$ cat src/rtl/fpga_cfg_loader_if.sv
// rtl/fpga_cfg_loader_if.sv - host word streams (load in, readback out) for the config loader
interface fpga_cfg_loader_if #(
    parameter int WORD_W = 8
);
    logic [WORD_W-1:0] in_data;
    logic              in_valid;
    logic              in_ready;
    logic [WORD_W-1:0] out_data;
    logic              out_valid;
    logic              out_ready;

    modport master (
        output in_data, in_valid, out_ready,
        input  in_ready, out_data, out_valid
    );

    modport slave (
        input  in_data, in_valid, out_ready,
        output in_ready, out_data, out_valid
    );
endinterface

$ cat src/rtl/fpga_cfg_loader.sv
// rtl/fpga_cfg_loader.sv - bit-serial config chain programmer and non-destructive readback engine
module fpga_cfg_loader #(
    parameter int WORD_W    = 8,
    parameter int CHAIN_LEN = 1024,
    parameter int CNT_W     = 16
) (
    input  logic             CLK,
    input  logic             RESETB,
    fpga_cfg_loader_if.slave host,
    input  logic             start,
    input  logic             rb_mode,
    output logic             ccff_head,
    input  logic             ccff_tail,
    output logic             cfg_shift,
    output logic             busy,
    output logic             done,
    output logic [CNT_W-1:0] bit_cnt
);
    localparam int IDX_W = (WORD_W > 1) ? $clog2(WORD_W) : 1;
    localparam logic [IDX_W-1:0] LAST_IDX   = IDX_W'(WORD_W - 1);
    localparam logic [CNT_W-1:0] CHAIN_END  = CNT_W'(CHAIN_LEN);
    localparam logic [CNT_W-1:0] CHAIN_LAST = CNT_W'(CHAIN_LEN - 1);

    typedef enum logic [2:0] {
        IDLE     = 3'd0,
        LD_WAIT  = 3'd1,
        LD_SHIFT = 3'd2,
        RB_SHIFT = 3'd3,
        RB_HOLD  = 3'd4,
        FINISH   = 3'd5
    } state_t;

    state_t            state, state_nx;
    logic [WORD_W-1:0] sreg;
    logic [WORD_W-1:0] rb_data;
    logic [IDX_W-1:0]  bit_idx;
    logic              in_ready;
    logic              out_valid;
    logic              accept;
    logic              last_chain_bit;
    logic              last_word_bit;
    logic              chain_full;

    assign last_chain_bit = (bit_cnt == CHAIN_LAST);
    assign chain_full     = (bit_cnt == CHAIN_END);
    // The final word of a chain that is not a word multiple ends early.
    assign last_word_bit  = (bit_idx == LAST_IDX) || last_chain_bit;
    assign accept         = host.in_valid && in_ready;

    assign host.in_ready  = in_ready;
    assign host.out_valid = out_valid;
    assign host.out_data  = rb_data;

    always_ff @(posedge CLK or negedge RESETB) begin
        if (!RESETB) begin
            state <= IDLE;
        end else begin
            state <= state_nx;
        end
    end

    always_comb begin
        state_nx = state;
        case (state)
            IDLE: begin
                if (start) begin
                    state_nx = rb_mode ? RB_SHIFT : LD_WAIT;
                end
            end
            LD_WAIT: begin
                if (host.in_valid) begin
                    state_nx = LD_SHIFT;
                end
            end
            LD_SHIFT: begin
                if (last_chain_bit) begin
                    state_nx = FINISH;
                end else if (last_word_bit && !host.in_valid) begin
                    state_nx = LD_WAIT;
                end
            end
            RB_SHIFT: begin
                if (last_word_bit) begin
                    state_nx = RB_HOLD;
                end
            end
            RB_HOLD: begin
                if (host.out_ready) begin
                    state_nx = chain_full ? FINISH : RB_SHIFT;
                end
            end
            FINISH:  state_nx = IDLE;
            default: state_nx = IDLE;
        endcase
    end

    always_comb begin
        in_ready  = 1'b0;
        out_valid = 1'b0;
        cfg_shift = 1'b0;
        ccff_head = 1'b0;
        busy      = 1'b1;
        done      = 1'b0;
        case (state)
            IDLE:    busy = 1'b0;
            LD_WAIT: in_ready = 1'b1;
            LD_SHIFT: begin
                cfg_shift = 1'b1;
                ccff_head = sreg[0];
                // Overlapping the next accept with the last shift keeps the stream bubble-free.
                in_ready  = last_word_bit && !last_chain_bit;
            end
            RB_SHIFT: begin
                cfg_shift = 1'b1;
                ccff_head = ccff_tail;
            end
            RB_HOLD: out_valid = 1'b1;
            FINISH:  done = 1'b1;
            default: busy = 1'b0;
        endcase
    end

    always_ff @(posedge CLK or negedge RESETB) begin
        if (!RESETB) begin
            sreg    <= '0;
            rb_data <= '0;
            bit_idx <= '0;
            bit_cnt <= '0;
        end else begin
            if (state == IDLE && start) begin
                bit_cnt <= '0;
                bit_idx <= '0;
            end else if (cfg_shift && !chain_full) begin
                bit_cnt <= bit_cnt + 1'b1;
            end

            if (accept) begin
                sreg    <= host.in_data;
                bit_idx <= '0;
            end else if (state == LD_SHIFT) begin
                sreg    <= sreg >> 1;
                bit_idx <= bit_idx + 1'b1;
            end else if (state == RB_SHIFT) begin
                bit_idx <= last_word_bit ? '0 : bit_idx + 1'b1;
            end

            // Clearing on the first bit of each word zero-pads a short final word.
            if (state == RB_SHIFT) begin
                if (bit_idx == '0) begin
                    rb_data <= WORD_W'(ccff_tail);
                end else begin
                    rb_data[bit_idx] <= ccff_tail;
                end
            end
        end
    end
endmodule

$ cat src/flat_wrapper.sv
// flat-port wrapper written by rule: the top's interface ports become plain ports
module fpga_cfg_loader_flat 
#(
    parameter int WORD_W    = 8,
    parameter int CHAIN_LEN = 1024,
    parameter int CNT_W     = 16
)
  (CLK, RESETB, start, rb_mode, ccff_head, ccff_tail, cfg_shift, busy, done, bit_cnt, host_in_data, host_in_valid, host_out_ready, host_in_ready, host_out_data, host_out_valid);
  fpga_cfg_loader_if #(.WORD_W(WORD_W)) host_i ();
  input  logic CLK;
  input  logic RESETB;
  input  logic start;
  input  logic rb_mode;
  output logic ccff_head;
  input  logic ccff_tail;
  output logic cfg_shift;
  output logic busy;
  output logic done;
  output logic [CNT_W-1:0] bit_cnt;
  input wire logic [$bits(host_i.in_data)-1:0] host_in_data;
  input wire logic [$bits(host_i.in_valid)-1:0] host_in_valid;
  input wire logic [$bits(host_i.out_ready)-1:0] host_out_ready;
  output wire logic [$bits(host_i.in_ready)-1:0] host_in_ready;
  output wire logic [$bits(host_i.out_data)-1:0] host_out_data;
  output wire logic [$bits(host_i.out_valid)-1:0] host_out_valid;
  assign host_i.in_data = host_in_data;
  assign host_i.in_valid = host_in_valid;
  assign host_i.out_ready = host_out_ready;
  assign host_in_ready = host_i.in_ready;
  assign host_out_data = host_i.out_data;
  assign host_out_valid = host_i.out_valid;
  fpga_cfg_loader #(.WORD_W(WORD_W), .CHAIN_LEN(CHAIN_LEN), .CNT_W(CNT_W)) u_core (.CLK(CLK), .RESETB(RESETB), .host(host_i), .start(start), .rb_mode(rb_mode), .ccff_head(ccff_head), .ccff_tail(ccff_tail), .cfg_shift(cfg_shift), .busy(busy), .done(done), .bit_cnt(bit_cnt));
endmodule
$ cat config.mk
export PLATFORM = sky130hd
export DESIGN_NAME = fpga_cfg_loader_flat
export DESIGN_NICKNAME = d
export VERILOG_FILES = /design/src/rtl/fpga_cfg_loader_if.sv /design/src/rtl/fpga_cfg_loader.sv /design/src/flat_wrapper.sv
export SDC_FILE = /design/constraint.sdc
export NUM_CORES = 1
export LEC_CHECK = 0
export CAP_MARGIN = 20
export CORE_MARGIN = 2
export CORE_UTILIZATION = 37
export DETAILED_ROUTE_END_ITERATION = 8
export SYNTH_ARGS = -nofsm -noshare
export SYNTH_HDL_FRONTEND = slang
export SYNTH_SLANG_ARGS = --single-unit
export TNS_END_PERCENT = 50
$ cat constraint.sdc
create_clock -name CLK -period 1.74 [get_ports CLK]
set_input_delay 0.522 -clock CLK [delete_from_list [all_inputs] [get_ports CLK]]
set_output_delay 0.522 -clock CLK [all_outputs]
set_load 0.03 [all_outputs]
==> run_results.csv, run 1 <==
group,metric,value,unit
cts,htreeDepth,2,
timing,post-route-period-util,1.205,
drt,post-route-drc-count,0,
timing,rsz0062_at_grt,"yes",
critical_path,crit_required,1220,ps
critical_path,crit_type,"reg2out",
drt,routed_wl,5869,um
global_route,grt-ovfl-total,0,
cells_and_area,area_growth,56.80,%
synth,synth-edff-count,0,
timing,fin_ws,-355.9,ps
critical_path,r2r_cells,8,
synth,synthFlopType,"dfrtp_1",
cells_and_area,final_util,0.6021,
timing,tightest_slew,430.8,ps
timing,slew_headroom,0.7104,
drt,first_pass_iters,4,
die,io_pins,45,
pwr,ir_drop,0.0009779,V
cts,clk_pin_slew_worst_paths,80,ps
timing,fin_skew,7.780,ps
drt,dr_total_vias,2131,
synth,syn_avg_cell_area,9.799,um^2
placed_design,hpwl,4140,um
global_route,grtUsageTotal,0.1797,
timing,whs,138.0,ps
die,fp.dieW,82.39,um
global_route,grt_max_degree,25,
cts,cts_buffers,5,
timing,min_period,2096,ps
drt,drt_iter0_markers,50,
placed_design,io_buffers,44,
timing,fmax,477.1,MHz
critical_path,crit_cells,6,
pwr,p_per_area,1653,nW/um^2
critical_path,path_max_fanout,2,
cts,ctsHoldBuffers,0,
synth,yosysWarnings,0,
global_route,grt_pass1_wl,9114,um
synth,postSynth.asyncResetShare,1.000,
die,die_h,82.39,um
synth,yosysSeqAreaShare,0.4183,
min_path,hp-class,"in2async",
timing,slew_violations,0,
placed_design,place_worst_setup_slack,-348.9,ps
critical_path,r2r_end,"u_core.state[0]$_DFFE_PN0P_",
critical_path,worstReg2RegStart,"u_core.bit_cnt[0]$_DFFE_PN0P_",
global_route,antenna_found_initial,0,
critical_path,critPathBufInv,1,
synth,syn_inst,232,
die,rows,28,
critical_path,r2r_slack,-270,ps
cts,clock_latency,290,ps
drt,routedWlPerCell,14.21,um
die,dieArea,6787,um^2
critical_path,start_kind,"flop",
critical_path,worst_path_max_delay_cell,"dfrtp_1",
drt,via_per_inst,5.160,
cells_and_area,drive_above_1_share,0.4586,
cts,cts_buffer_depth,2,
synth,syn_area,2273,um^2
critical_path,endpoint,"host_in_ready",
critical_path,cp_data_arrival_time,1570,ps
drt,ant_nets,0,
critical_path,cp_top_family,"flip-flops",
global_route,grt_pass1_vias,1956,
critical_path,path_cells,"ha_1 -> ha_2 -> nor2b_4 -> a31oi_4 -> nor2_2 -> buf_6",
run,maxCapViolations,0,
critical_path,crit_start,"u_core.bit_idx[0]$_DFFE_PN0P_",
timing,setup_tns,-3302,ps
cells_and_area,nFillCells,507,
critical_path,end_kind,"primary output",
synth,yosys_register_bits,38,
timing,setup_viol,24,
die,start_util,0.3840,
cts,cts_root_buf,"clkbuf_8",
cts,clock_sinks,38,
pwr,leakage,1.638,nW
run_status,status,"finished with violations",
cts,cts_tree,"yes",
cells_and_area,antenna_cells,0,
synth,ys_types,58,
cells_and_area,final_nets,357,
run_status,violations,"setup timing",
placed_design,gp_congestion,0.8033,
die,core-area,5921,um^2
synth,synth_nets,252,
critical_path,critPathMaxStageDelay,390,ps
timing,final-hold-violation-count,0,
-- registers in the layout (all words and copies together) (netlist names) --
register              cells
u_core.sreg               8
u_core.host.out_data      8
u_core.bit_cnt           16
u_core.state              3
u_core.bit_idx            3
-- worst reg2reg max path: cells and delay by family (launching register included) --
family                     cells  cell delay [ps]
buffers and inverters          3              430
DFF                            1              400
and+or+nand+nor                2              380
muxes                          1              290
AOI/OAI and AO/OA              1              260
adders and majority gates      1              140
-- power by group --
part / switching (W) / internal (W) / total [W] / leakage (nW)
clock network: 0.000302 / 0.000278 / 0.000580 / 0.0450
logic: 0.00189 / 0.00197 / 0.00386 / 1.13
registers: 0.000232 / 0.00123 / 0.00146 / 0.467
total: 0.00242 / 0.00347 / 0.00589 / 1.64
-- cell families (layout without fill, tap and decap cells) --
family | after synthesis | count (layout) | synth area share
multiplexers | 23 | 23 | 0.1134
buffers and inverters | 22 | 128 | 0.04458
AND/OR/NAND/NOR | 90 | 90 | 0.2433
adder cells (fa/ha/maj) | 5 | 5 | 0.02752
XOR/XNOR | 6 | 6 | 0.02311
flip-flops | 38 | 38 | 0.4183
AO/OA/AOI/OAI | 48 | 48 | 0.1299
-- cell usage in the layout, fill, tap and decap left out, drive strengths merged, types with 2 or more instances in the layout --
cell	Yosys	final
and4	3	3
nor3b	3	3
nor2b	5	5
o21ai	17	17
dfrtp	38	38
mux2	19	19
nor4	3	3
a22o	2	2
a31oi	3	3
nand2b	4	4
xnor2	2	2
nor2	18	18
ha	5	5
nand2	17	17
clkdlybuf4s50	0	12
clkinv	0	2
a21oi	14	14
buf	7	74
and2	3	3
xor2	4	4
or3	6	6
nor3	7	7
inv	11	11
clkbuf	4	13
dlygate4sd2	0	11
a21boi	2	2
mux2i	4	4
nand4	9	9
nor4b	2	2
clkdlybuf4s15	0	4
nand3	4	4
-- stage by stage --
step | std cells | cell area, um^2 | power, W
4_1_cts | 403 | 3392 | 0.005523
3_3_place_gp | 390 | 3174 | 0.004736
5_1_grt | 413 | 3565 | 0.006319
2_1_floorplan | 232 | 2307 | 0.003466
6_report | 413 | 3565 | 0.005893
3_5_place_dp | 390 | 3174 | 0.004787
-- cell usage after synthesis (6+ instances only) --
| cell | number | area, um^2 |
|---|---|---|
| nand2_1 | 17 | 63.81 |
| mux2_1 | 6 | 67.56 |
| o21ai_0 | 17 | 85.08 |
| or3_1 | 6 | 37.54 |
| dfrtp_1 | 38 | 950.9 |
| mux2_2 | 12 | 135.1 |
| nor2_1 | 18 | 67.56 |
| inv_1 | 10 | 37.54 |
| nor3_1 | 6 | 30.03 |
| nand4_1 | 7 | 43.79 |
| a21oi_1 | 13 | 65.06 |
-- layout make-up --
| cell class | instances | area [um^2] | area share |
|---|---|---|---|
| Multi-Input combinational cell | 172 | 1404 | 0.3938 |
| Timing Repair Buffer | 109 | 977.2 | 0.2741 |
| Sequential cell | 38 | 965.9 | 0.2710 |
| Tap cell | 75 | 93.84 | 0.02633 |
| Clock buffer | 6 | 72.57 | 0.02036 |
| Inverter | 11 | 41.29 | 0.01158 |
| Clock inverter | 2 | 10.01 | 0.002808 |
-- worst min-delay path by stage --
stage / from / endpoint / slack (ps) / cells past startpoint
6_report: RESETB / u_core.bit_cnt[13]$_DFFE_PN0P_ / 140 / 1
5_1_grt: RESETB / u_core.bit_cnt[13]$_DFFE_PN0P_ / 150 / 1
4_1_cts: RESETB / u_core.bit_cnt[13]$_DFFE_PN0P_ / 150 / 1
3_5_place_dp: RESETB / u_core.bit_cnt[13]$_DFFE_PN0P_ / 460 / 1
3_3_place_gp: RESETB / u_core.bit_cnt[13]$_DFFE_PN0P_ / 460 / 1
2_1_floorplan: RESETB / u_core.bit_cnt[0]$_DFFE_PN0P_ / 230 / 0
-- routing by layer --
| metal | up-vias | GRT usage | routed length, um |
|---|---|---|---|
| met4 | 0 | 0.06000 | 68 |
| li1 | 1058 | - | - |
| met1 | 1024 | 0.2431 | 2642 |
| met2 | 42 | 0.2855 | 2964 |
| met5 | - | 0 | 0 |
| met3 | 7 | 0.03804 | 194 |
-- timing repair --
action / CTS / global route
endpoints found under the setup margin: 47 / 36
resized for setup: 65 / 48
pin swaps: 6 / 8
cloned: 0 / 0
setup buffers: 5 / 11
No activity file was read; power rests on OpenSTA's default activity.
==> inputs of run 2 (changes only) <==
--- a/config.mk
+++ b/config.mk
@@ -9,6 +9,7 @@
 export CORE_MARGIN = 2
 export CORE_UTILIZATION = 37
 export DETAILED_ROUTE_END_ITERATION = 8
+export MAX_ROUTING_LAYER = met4
 export SYNTH_ARGS = -nofsm -noshare
 export SYNTH_HDL_FRONTEND = slang
 export SYNTH_SLANG_ARGS = --single-unit
==> run 2 against run 1 <==
Against the previous run:
- the run still ends with setup timing left
- first-iteration DRC count down 2.0%
- die area unchanged
- combinational power about the same
- final cell count unchanged
- count of clock-buffer cells in the layout unchanged
- cell area unchanged
- clock power about the same
- utilization unchanged
- critical path depth unchanged
- largest cell class unchanged
- register-to-register slack about the same
- fmax about the same
- clock skew about the same
- highest routed layer unchanged
==> run_results.csv, run 2 (synthesis results as in run 1) <==
group,metric,value,unit
run_status,status,"finished with violations",
run_status,violations,"setup timing",
critical_path,cp_top_family,"simple AND/OR/NAND/NOR gates",
critical_path,crit_type,"reg2out",
cells_and_area,drive_above_1_share,0.4586,
cells_and_area,largest_register_ffs,16,
cts,clock_sinks,38,
cells_and_area,antenna_cells,0,
drt,via_per_inst,5.199,
cells_and_area,nFillCells,507,
timing,fin_ws,-355.8,ps
timing,post-route-period-util,1.205,
pwr,leakage,1.638,nW
placed_design,gp_congestion,0.8150,
placed_design,io_buffers,44,
critical_path,path_max_fanout,2,
critical_path,critPathMaxStageDelay,400,ps
timing,slew_headroom,0.7109,
cells_and_area,final_nets,357,
timing,fin_skew,8.205,ps
drt,routedWlPerCell,14.33,um
placed_design,place_worst_setup_slack,-348.9,ps
critical_path,worst_path_max_delay_cell,"dfrtp_2",
cts,cts_buffers,5,
drt,routed_wl,5918,um
critical_path,critPathBufInv,1,
drt,ant_nets,0,
cells_and_area,regMostFlops,"u_core.bit_cnt",
die,core-area,5921,um^2
die,die_h,82.39,um
cells_and_area,final_util,0.6021,
cts,ctsHoldBuffers,0,
drt,post-route-drc-count,0,
timing,fmax,477.1,MHz
global_route,grt-ovfl-total,0,
timing,setup_tns,-3390,ps
critical_path,start_kind,"flop",
placed_design,dpl_cell_area,3174,um^2
global_route,antenna_found_initial,0,
placed_design,hpwl,4140,um
cts,cts_root_buf,"clkbuf_8",
cts,htreeDepth,2,
timing,final-hold-violation-count,0,
timing,rsz0062_at_grt,"yes",
global_route,grt_max_degree,25,
cts,clock_latency,290,ps
drt,first_pass_iters,4,
drt,drt_iter0_markers,49,
critical_path,cp_data_arrival_time,1570,ps
cts,cts_buffer_depth,2,
global_route,grtUsageTotal,0.1848,
min_path,hp-class,"in2async",
cts,clk_pin_slew_worst_paths,80,ps
die,fp.dieW,82.39,um
die,dieArea,6787,um^2
cells_and_area,area_growth,56.80,%
global_route,grt_pass1_wl,9108,um
timing,whs,136.5,ps
timing,min_period,2096,ps
global_route,grt_pass1_vias,1957,
timing,tightest_slew,430.0,ps
critical_path,crit_required,1220,ps
pwr,ir_drop,0.0009778,V
timing,setup_viol,24,
pwr,p_per_area,1655,nW/um^2
die,io_pins,45,
cells_and_area,final_cell_mix,"49 x buf_4, 26 x dfrtp_1, 16 x buf_6",
cells_and_area,mostFrequentLayoutCell,"buf_4",
critical_path,path_cells,"ha_4 -> nor4b_4 -> nand4_4 -> a31oi_4 -> nor2_2 -> buf_6",
cells_and_area,final_area,3565,um^2
run,maxCapViolations,0,
die,rows,28,
critical_path,end_kind,"primary output",
cts,cts_tree,"yes",
drt,dr_total_vias,2147,
die,start_util,0.3840,
timing,slew_violations,0,
-- run 2: final cells by class --
class | count | area, um^2 | area share
Multi-Input combinational cell | 172 | 1404 | 0.3938
Timing Repair Buffer | 109 | 977.2 | 0.2741
Sequential cell | 38 | 965.9 | 0.2710
Tap cell | 75 | 93.84 | 0.02633
Clock buffer | 6 | 72.57 | 0.02036
Inverter | 11 | 41.29 | 0.01158
Clock inverter | 2 | 10.01 | 0.002808
-- run 2: metal layers --
metal / share of wire / wire, um / vias to the layer above / GRT usage
met3: 0.038 / 222 / 4 / 0.03804
met5: 0 / 0 / - / -
met2: 0.51 / 2993 / 47 / 0.2855
met4: 0.011 / 63 / 0 / 0.06000
met1: 0.45 / 2639 / 1038 / 0.2431
li1: - / - / 1058 / -
-- run 2: path summary, 6_finish.rpt --
| path | endpoint | depth (start not counted) | startpoint | slack (ps) |
|---|---|---|---|---|
| hold reg to reg | u_core.host.out_data[0]$_DFFE_PN0P_ | 2 | u_core.host.out_data[0]$_DFFE_PN0P_ | 480 |
| setup reg to reg | u_core.state[0]$_DFFE_PN0P_ | 8 | u_core.bit_cnt[0]$_DFFE_PN0P_ | -270 |
| min in group CLK | u_core.host.out_data[0]$_DFFE_PN0P_ | 2 | u_core.host.out_data[0]$_DFFE_PN0P_ | 480 |
| max in group asynchronous | u_core.bit_cnt[6]$_DFFE_PN0P_ | 2 | RESETB | 1130 |
| setup / recovery | host_in_ready | 6 | u_core.bit_cnt[0]$_DFFE_PN0P_ | -360 |
| hold / removal | u_core.bit_cnt[13]$_DFFE_PN0P_ | 1 | RESETB | 140 |
-- run 2: timing repair --
item / 4_1_cts / 5_1_grt
pin swaps: 6 / 8
buffers inserted: 5 / 11
gates resized for setup: 65 / 48
setup endpoints to repair: 47 / 36
-- run 2: power breakdown --
part	leakage, nW	switching (W)	internal, W
clock network	0.0450	0.000304	0.000278
registers	0.467	0.000234	0.00123
logic	1.13	0.00189	0.00197
total	1.64	0.00242	0.00347
-- run 2: stage by stage --
stage	instances	power (W)
after CTS	403	0.005523
after floorplan	232	0.003466
after global routing	413	0.006319
final	413	0.005898
after detailed placement	390	0.004787
after global placement	390	0.004736
